File: src/rtl/decrypt_pkg.sv
// Shared definitions for the decryptor output path: data widths, channel
// select codes (also used by the demux) and the packer FSM state type.
package decrypt_pkg;

  localparam int unsigned MST_DWIDTH_DEF = 32;
  localparam int unsigned SYS_DWIDTH_DEF = 8;
  localparam int unsigned BYTES_PER_WORD = 4;

  localparam logic [1:0] SEL_CAESAR  = 2'd0;
  localparam logic [1:0] SEL_SCYTALE = 2'd1;
  localparam logic [1:0] SEL_ZIGZAG  = 2'd2;
  localparam logic [1:0] SEL_NONE    = 2'd3;

  typedef enum logic [1:0] {
    ST_IDLE    = 2'd0,
    ST_COLLECT = 2'd1,
    ST_FULL    = 2'd2
  } pack_state_e;

endpackage

File: src/rtl/mux_packer.sv
// Selects one decryptor byte stream and packs four bytes (first byte = LSB)
// into a word with a valid/ready output and a one-word holding buffer.
module mux_packer
  import decrypt_pkg::*;
#(
  parameter int unsigned MST_DWIDTH = MST_DWIDTH_DEF,
  parameter int unsigned SYS_DWIDTH = SYS_DWIDTH_DEF
) (
  input  logic                  clk_sys,
  input  logic                  rst,
  input  logic [1:0]            select,
  input  logic [SYS_DWIDTH-1:0] data0_i,
  input  logic                  valid0_i,
  input  logic [SYS_DWIDTH-1:0] data1_i,
  input  logic                  valid1_i,
  input  logic [SYS_DWIDTH-1:0] data2_i,
  input  logic                  valid2_i,
  input  logic                  ready_i,
  output logic [MST_DWIDTH-1:0] data_o,
  output logic                  valid_o,
  output logic                  overflow_o
);

  pack_state_e           state;
  logic [1:0]            cnt;
  logic [1:0]            prev_sel;
  logic [MST_DWIDTH-1:0] word_buf;

  logic                  byte_valid_c;
  logic [SYS_DWIDTH-1:0] byte_data_c;
  logic                  sel_changed_c;
  logic                  pop_c;
  logic [1:0]            eff_cnt_c;
  logic [MST_DWIDTH-1:0] merged_c;

  // Channel pre-stage: only the selected decryptor can present a byte.
  always_comb begin
    byte_valid_c = 1'b0;
    byte_data_c  = '0;
    case (select)
      SEL_CAESAR: begin
        byte_valid_c = valid0_i;
        byte_data_c  = data0_i;
      end
      SEL_SCYTALE: begin
        byte_valid_c = valid1_i;
        byte_data_c  = data1_i;
      end
      SEL_ZIGZAG: begin
        byte_valid_c = valid2_i;
        byte_data_c  = data2_i;
      end
      SEL_NONE: begin
        byte_valid_c = 1'b0;
        byte_data_c  = '0;
      end
      default: begin
        byte_valid_c = 1'b0;
        byte_data_c  = '0;
      end
    endcase
  end

  // A select change restarts the word, so the incoming byte lands at slot 0.
  always_comb begin
    sel_changed_c = (select != prev_sel);
    pop_c         = valid_o & ready_i;
    eff_cnt_c     = sel_changed_c ? 2'd0 : cnt;
    merged_c      = sel_changed_c ? '0 : word_buf;
    for (int unsigned k = 0; k < BYTES_PER_WORD; k++) begin
      if (eff_cnt_c == 2'(k)) begin
        merged_c[k*SYS_DWIDTH +: SYS_DWIDTH] = byte_data_c;
      end
    end
  end

  // Assembly FSM with registered output word, valid and overflow pulse.
  always_ff @(posedge clk_sys or posedge rst) begin
    if (rst) begin
      state      <= ST_IDLE;
      cnt        <= 2'd0;
      prev_sel   <= 2'd0;
      word_buf   <= '0;
      data_o     <= '0;
      valid_o    <= 1'b0;
      overflow_o <= 1'b0;
    end else begin
      prev_sel   <= select;
      overflow_o <= 1'b0;
      if (pop_c) begin
        valid_o <= 1'b0;
      end
      case (state)
        ST_IDLE, ST_COLLECT: begin
          if (byte_valid_c) begin
            if (eff_cnt_c == 2'd3) begin
              cnt <= 2'd0;
              if (!valid_o || pop_c) begin
                // Output slot free this edge: publish the word directly.
                data_o   <= merged_c;
                valid_o  <= 1'b1;
                word_buf <= '0;
                state    <= ST_IDLE;
              end else begin
                word_buf <= merged_c;
                state    <= ST_FULL;
              end
            end else begin
              word_buf <= merged_c;
              cnt      <= eff_cnt_c + 2'd1;
              state    <= ST_COLLECT;
            end
          end else if (sel_changed_c) begin
            word_buf <= '0;
            cnt      <= 2'd0;
            state    <= ST_IDLE;
          end
        end
        ST_FULL: begin
          // Held word survives select changes; new bytes have nowhere to go.
          if (byte_valid_c) begin
            overflow_o <= 1'b1;
          end
          if (pop_c) begin
            data_o   <= word_buf;
            valid_o  <= 1'b1;
            word_buf <= '0;
            cnt      <= 2'd0;
            state    <= ST_IDLE;
          end
        end
        default: begin
          state <= ST_IDLE;
          cnt   <= 2'd0;
        end
      endcase
    end
  end

endmodule

File: config.mk
export PLATFORM = sky130hd
export DESIGN_NAME = mux_packer
export DESIGN_NICKNAME = d
export VERILOG_FILES = /design/src/rtl/decrypt_pkg.sv /design/src/rtl/mux_packer.sv
export SDC_FILE = /design/constraint.sdc
export NUM_CORES = 1
export LEC_CHECK = 0
export CAP_MARGIN = 5
export CORE_ASPECT_RATIO = 0.9
export CORE_MARGIN = 2
export CORE_UTILIZATION = 32
export CTS_BUF_LIST = sky130_fd_sc_hd__clkbuf_2
export CTS_CLUSTER_SIZE = 8
export DETAILED_ROUTE_END_ITERATION = 6
export GPL_TIMING_DRIVEN = 0
export MAX_ROUTING_LAYER = met4
export SLEW_MARGIN = 30
export SYNTH_ARGS = -nofsm -noshare
export SYNTH_HDL_FRONTEND = slang
export SYNTH_SLANG_ARGS = --single-unit
File: constraint.sdc
create_clock -name clk_sys -period 2.8 [get_ports clk_sys]
set_input_delay 0.42 -clock clk_sys [delete_from_list [all_inputs] [get_ports clk_sys]]
set_output_delay 0.42 -clock clk_sys [all_outputs]
set_load 0.005 [all_outputs]
== After elaboration in Yosys (flattened, before gate mapping) ==
Index checks and enable logic that the tools add are counted.
Operators by class
  add/sub/neg operators: 1
  equality and inequality tests: 14
  mux-type cells: 35
  bitwise operators: 1
  reductions and logical operators: 10
Operators with widths (count)
  $mux 32: 9
  $pmux 32 s2: 2
  $mux 8: 4
  $pmux 8 s4: 1
  $mux 2: 8
  $eq 2x2->1 const B: 5
  $ne 2x2->1 const B: 4
  $pmux 2 s2: 2
  $mux 1: 7
  $eq 2x1->1 const B: 3
  $logic_not 2->1: 3
  $reduce_and 5->1: 1
  $pmux 1 s4: 1
  $reduce_and 2->1: 2
  $ne 3x3->1 const B: 1
  $add 2x1->2 const B: 1
  $ne 2x2->1: 1
  $pmux 1 s2: 1
  $reduce_bool 2->1: 1
  $reduce_or 2->1: 1
  $and 1x1->1: 1
  $logic_not 1->1: 1
  $logic_or 1x1->1: 1
Storage, ports and cells
  flip-flop bits (word level): 72
  bits of input ports: 32
  output and inout bits: 34
  logic and storage cells: 68

== Depth between registers and ports, before layout ==
Gate-level depths: netlist (run 1).
  depth after elaboration: 8
  mapped depth: 9
  depth with buffers taken out: 7

== Worst setup path after synthesis (run 1) ==
Ideal clock, no wire load.
  path type: input -> register
  start point: input select[1]
  end point: register data_o[1]
  arrival: 2.190 ns
  path slack: 0.545 ns
  cell stages on the path: 8
  cells stage by stage: xor2_1 > buf_2 > nor2_1 > nand2_1 > ha_1 > o31ai_1 > a22o_1 > mux2_2
Between the ends
  word-level cells in the longest chain between the ends: 8
  elaborated cells between the ends (all ways): 19
RTL lines
  from (decl): RTL line mux_packer.sv:11  | input logic [1:0] select,
  $ne 2x2->1: RTL line mux_packer.sv:66  | sel_changed_c = (select != prev_sel);
  $mux 2
  $logic_not 2->1: RTL line mux_packer.sv:71  | if (eff_cnt_c == 2'(k)) begin
  $mux 8: RTL line mux_packer.sv:71
  $mux 32: RTL line mux_packer.sv:98  | if (!valid_o || pop_c) begin
  $mux 32: RTL line mux_packer.sv:96  | if (eff_cnt_c == 2'd3) begin
  $mux 32: RTL line mux_packer.sv:95  | if (byte_valid_c) begin
  $pmux 32 s2: RTL line mux_packer.sv:93  | case (state)
  to (signal assigned): RTL line mux_packer.sv:100  | data_o <= merged_c;
  to (signal assigned): RTL line mux_packer.sv:125  | data_o <= word_buf;
  to (decl): RTL line mux_packer.sv:19  | output logic [MST_DWIDTH-1:0] data_o,
Several ways; a longest one is shown, not always the timed one. The select of a mux whose other input is x is not followed.
A chain may end at the register's enable or synchronous reset.

== Worst setup path after layout (run 1) ==
  start point: input select[1]
  end point: register data_o[2]
The elaborated chain is that of the path after synthesis.

==> qor.csv, run 1 <==
stage,metric,value,unit
status,status,"complete, no violations",
synthesis,Area contributors post-synth,"dfrtp_1 (50%), a22o_1 (12%), mux2_2 (9.7%)",
finish,Finished Layout Cells,540,
place,GPL Wtd Cong,0.852,
clock_tree,Clock Pin Slew Worst Setup and Hold Paths,210,ps
floorplan,core box area,10900,sq um
synthesis,post-synthesis xor/xnor area fraction,0.00487,
clock_tree,clk buf depth,2,
critical_path,Worst Path Max Fanout,10,
route,initial DRC count,188,
synthesis,Yosys top cell area share,0.501,
synthesis,Avg Inst Size Synth,11.7,sq um
floorplan,I/O pin cnt,66,
finish,share of cells above drive strength 1,0.186,
finish,P&R area growth vs syn,28.5,%
sta,final clock period utilization by the worst path,0.919,
sta,Tightest Pin Transition,975,ps
floorplan,row cnt,36,
synthesis,Cell variety after synth,41,
clock_tree,H-Tree Level Count,3,
grt,Total GRT Usage,0.165,
sta,final hold violation count,0,
critical_path,CP Data Required Time,3280,ps
critical_path,crit path launch type,primary input,
synthesis,Mapped Cells,306,
floorplan,initial core utilization,0.330,
clock_tree,root buffer cell,clkbuf_2,
floorplan,die area,12100,sq um
synthesis,combinational family with the most area after synthesis,compound AO/OA/AOI/OAI gates,
power_and_ir_drop,PD cells,431,nW/um^2
clock_tree,Hold Buf Count CTS,0,
synthesis,synth cell count leaders,"dfrtp_1 (72), a22o_1 (51), mux2_2 (31)",
route,DRC errors left,0,
synthesis,leading area contributor after synthesis,dfrtp_1,
synthesis,Netlist Area Pre-Place,3590,sq um
synthesis,"count leader, synth",dfrtp_1,
finish,Layout fillers,1080,
critical_path,worst reg2reg path depth,8,
synthesis,Post-synth EDFFs,0,
critical_path,critical path data arrival time,3060,ps
floorplan,Chip Width,116,microns
grt,initial antenna violation count,0,
clock_tree,post-CTS repair timing setup buffer count,0,
hold_path,Hold/Removal Path Class,primary input to asynchronous set/reset pin,
route,Pre-Repair DR Iteration Count,4,
route,antenna-violating nets left,0,
place,pre-CTS setup slack,-565,ps
synthesis,mux contribution to synthesized area,0.125,
synthesis,Synthesized Nets,339,
route,vias,2818,
clock_tree,latest clock arrival within the worst-skew pair,550,ps
flow_run,Max Cap Viol,0,
synthesis,Yosys reg bits,72,
grt,gr ovfl total,0,
route,WL per Instance,16.9,microns
power_and_ir_drop,worst vdd ir,0.195,mV
grt,largest net degree at the start of global routing,49,
synthesis,"Seq/Total Area, Yosys",0.501,
synthesis,Post-Synth Simple-Gate Area,0.104,
floorplan,Die Y,105,microns
sta,fmax,389,MHz
sta,Final Critical Period,2570,ps
place,placed insts,524,
critical_path,CP endpoint kind,flop,
route,vias per inst,5.22,
clock_tree,clk sinks,72,
synthesis,complex-gate fraction of the synthesized area,0.214,
sta,Setup-failing EPs final,0,
place,Port Buf Inserts,65,
grt,first-pass GRT wire length,15.0,mm
sta,RSZ-0062 raised after global routing,no,
synthesis,most common flop cell mapped by yosys,dfrtp_1,
sta,fin. max-slew vios,0,
power_and_ir_drop,Leak Pwr,2.01,nW
finish,antenna fix cells,0,
critical_path,path type of the worst setup path,primary input to flop,
synthesis,async set-reset flop share out of synthesis,1.00,
clock_tree,TritonCTS clock tree,yes,
sta,Final WS setup,227,ps
route,Post-Route WL,9.15,mm
synthesis,synth warn,0,
sta,Worst slew margin,0.350,
grt,vias in the first global route,2772,
synthesis,adder-cell share of the synthesized area,0.00348,
place,HPWL after detailed placement,6.35,mm
clock_tree,CTS Buf Count,9,
sta,Setup Skew,31.4,ps
finish,Nets,416,
==> what timing repair did <==
item,in CTS,in global routing
resized for setup,1,0
setup endpoints to repair,1,0
endpoints found under the hold margin,0,0
==> cell families after synthesis <==
family | Yosys count
flops | 72
fa+ha+maj | 1
compound gates | 90
mux | 41
simple gates | 64
buf+inv | 36
xor+xnor | 2
==> critical path, cell delays in order <==
cell and delay, ps:
clkdlybuf4s50_1 490, xor2_1 250, buf_2 240, nor2_1 240
nand2_1 110, ha_1 260, o31ai_2 640, a22o_1 260
mux2_1 130
==> layout by cell type (no fill, tap or decap), drive strengths merged, types with 2 or more instances in the layout <==
cell           synthesis  layout
clkbuf                 7      17
inv                   19      19
nand2                 16      16
o2bb2ai                8       8
nand3                 11      11
mux2                  32      32
nand4                  8       8
clkdlybuf4s50          0      65
o21ai                  3       3
a22oi                  2       2
a221oi                 2       2
nand2b                 3       3
clkinvlp               0       3
dfrtp                 72      72
xor2                   2       2
o32ai                  8       8
o211ai                 8       8
clkinv                 0       2
a22o                  51      51
o31ai                  5       5
nand3b                 2       2
nor2                   5       5
nor4                   6       6
mux2i                  9       9
nor2b                  5       5
and2                   3       3
buf                   10      11
==> path summary, 6_finish.rpt <==
| kind | startpoint | to | slack (ps) |
|---|---|---|---|
| worst max-delay path | select[1] | data_o[2] | 230 |
| worst min-delay path | rst | word_buf[4] | 160 |
| worst max register to register | prev_sel[1] | data_o[2] | 240 |
| worst min register to register | data_o[2] | data_o[2] | 510 |
| max in group asynchronous | rst | word_buf[17] | 2080 |
| min in group clk_sys | select[0] | prev_sel[0] | 400 |
==> state kept, by name, indices dropped and copies added, names as in the netlist <==
name	cells
cnt	2
data_o	32
overflow_o	1
prev_sel	2
state	2
valid_o	1
word_buf	32
==> routing by layer <==
layer / global-route usage / share of wire / vias to the layer above / wire [microns]
met5: - / 0 / - / 0
met4: 0.0459 / 0.017 / 0 / 151
met3: 0.0464 / 0.064 / 14 / 590
met2: 0.225 / 0.45 / 98 / 4090
met1: 0.239 / 0.47 / 1376 / 4320
li1: - / - / 1330 / -
==> layout make-up <==
cell class / instances / area (sq um) / area share
inverters: 19 / 73.8 / 0.0160
well taps: 152 / 190 / 0.0412
repair buffers: 66 / 678 / 0.147
clock inverters: 6 / 60.1 / 0.0130
flip-flops and latches: 72 / 1800 / 0.390
clock buffers: 10 / 50.0 / 0.0108
multi-input cells: 198 / 1670 / 0.361
plain buffers: 17 / 97.6 / 0.0211
==> power by group <==
| part | internal [W] | total, W | switching [W] |
|---|---|---|---|
| Sequential | 0.00107 | 0.00108 | 0.0000128 |
| Combinational | 0.000133 | 0.000326 | 0.000193 |
| Clock | 0.000202 | 0.000587 | 0.000384 |
==> metrics by stage <==
step           hold WS (ps)   util  instance area [sq um]  setup TNS, ps  power [W]
6_report                158  0.424                   4620              0    0.00199
5_1_grt                 147  0.424                   4620              0    0.00209
4_1_cts                 151  0.422                   4600              0    0.00200
3_5_place_dp            474  0.411                   4480          -4780    0.00142
3_3_place_gp            469  0.407                   4440         -50820    0.00141
2_1_floorplan           451      -                   3590              0    0.00128
Note: power is estimated with default switching activity, not from simulation.
==> run 2, diff against run 1 <==
- TNS_END_PERCENT: default -> 30
==> results of run 2 <==
The final DEF is identical to that of run 1; final timing and power are the same.
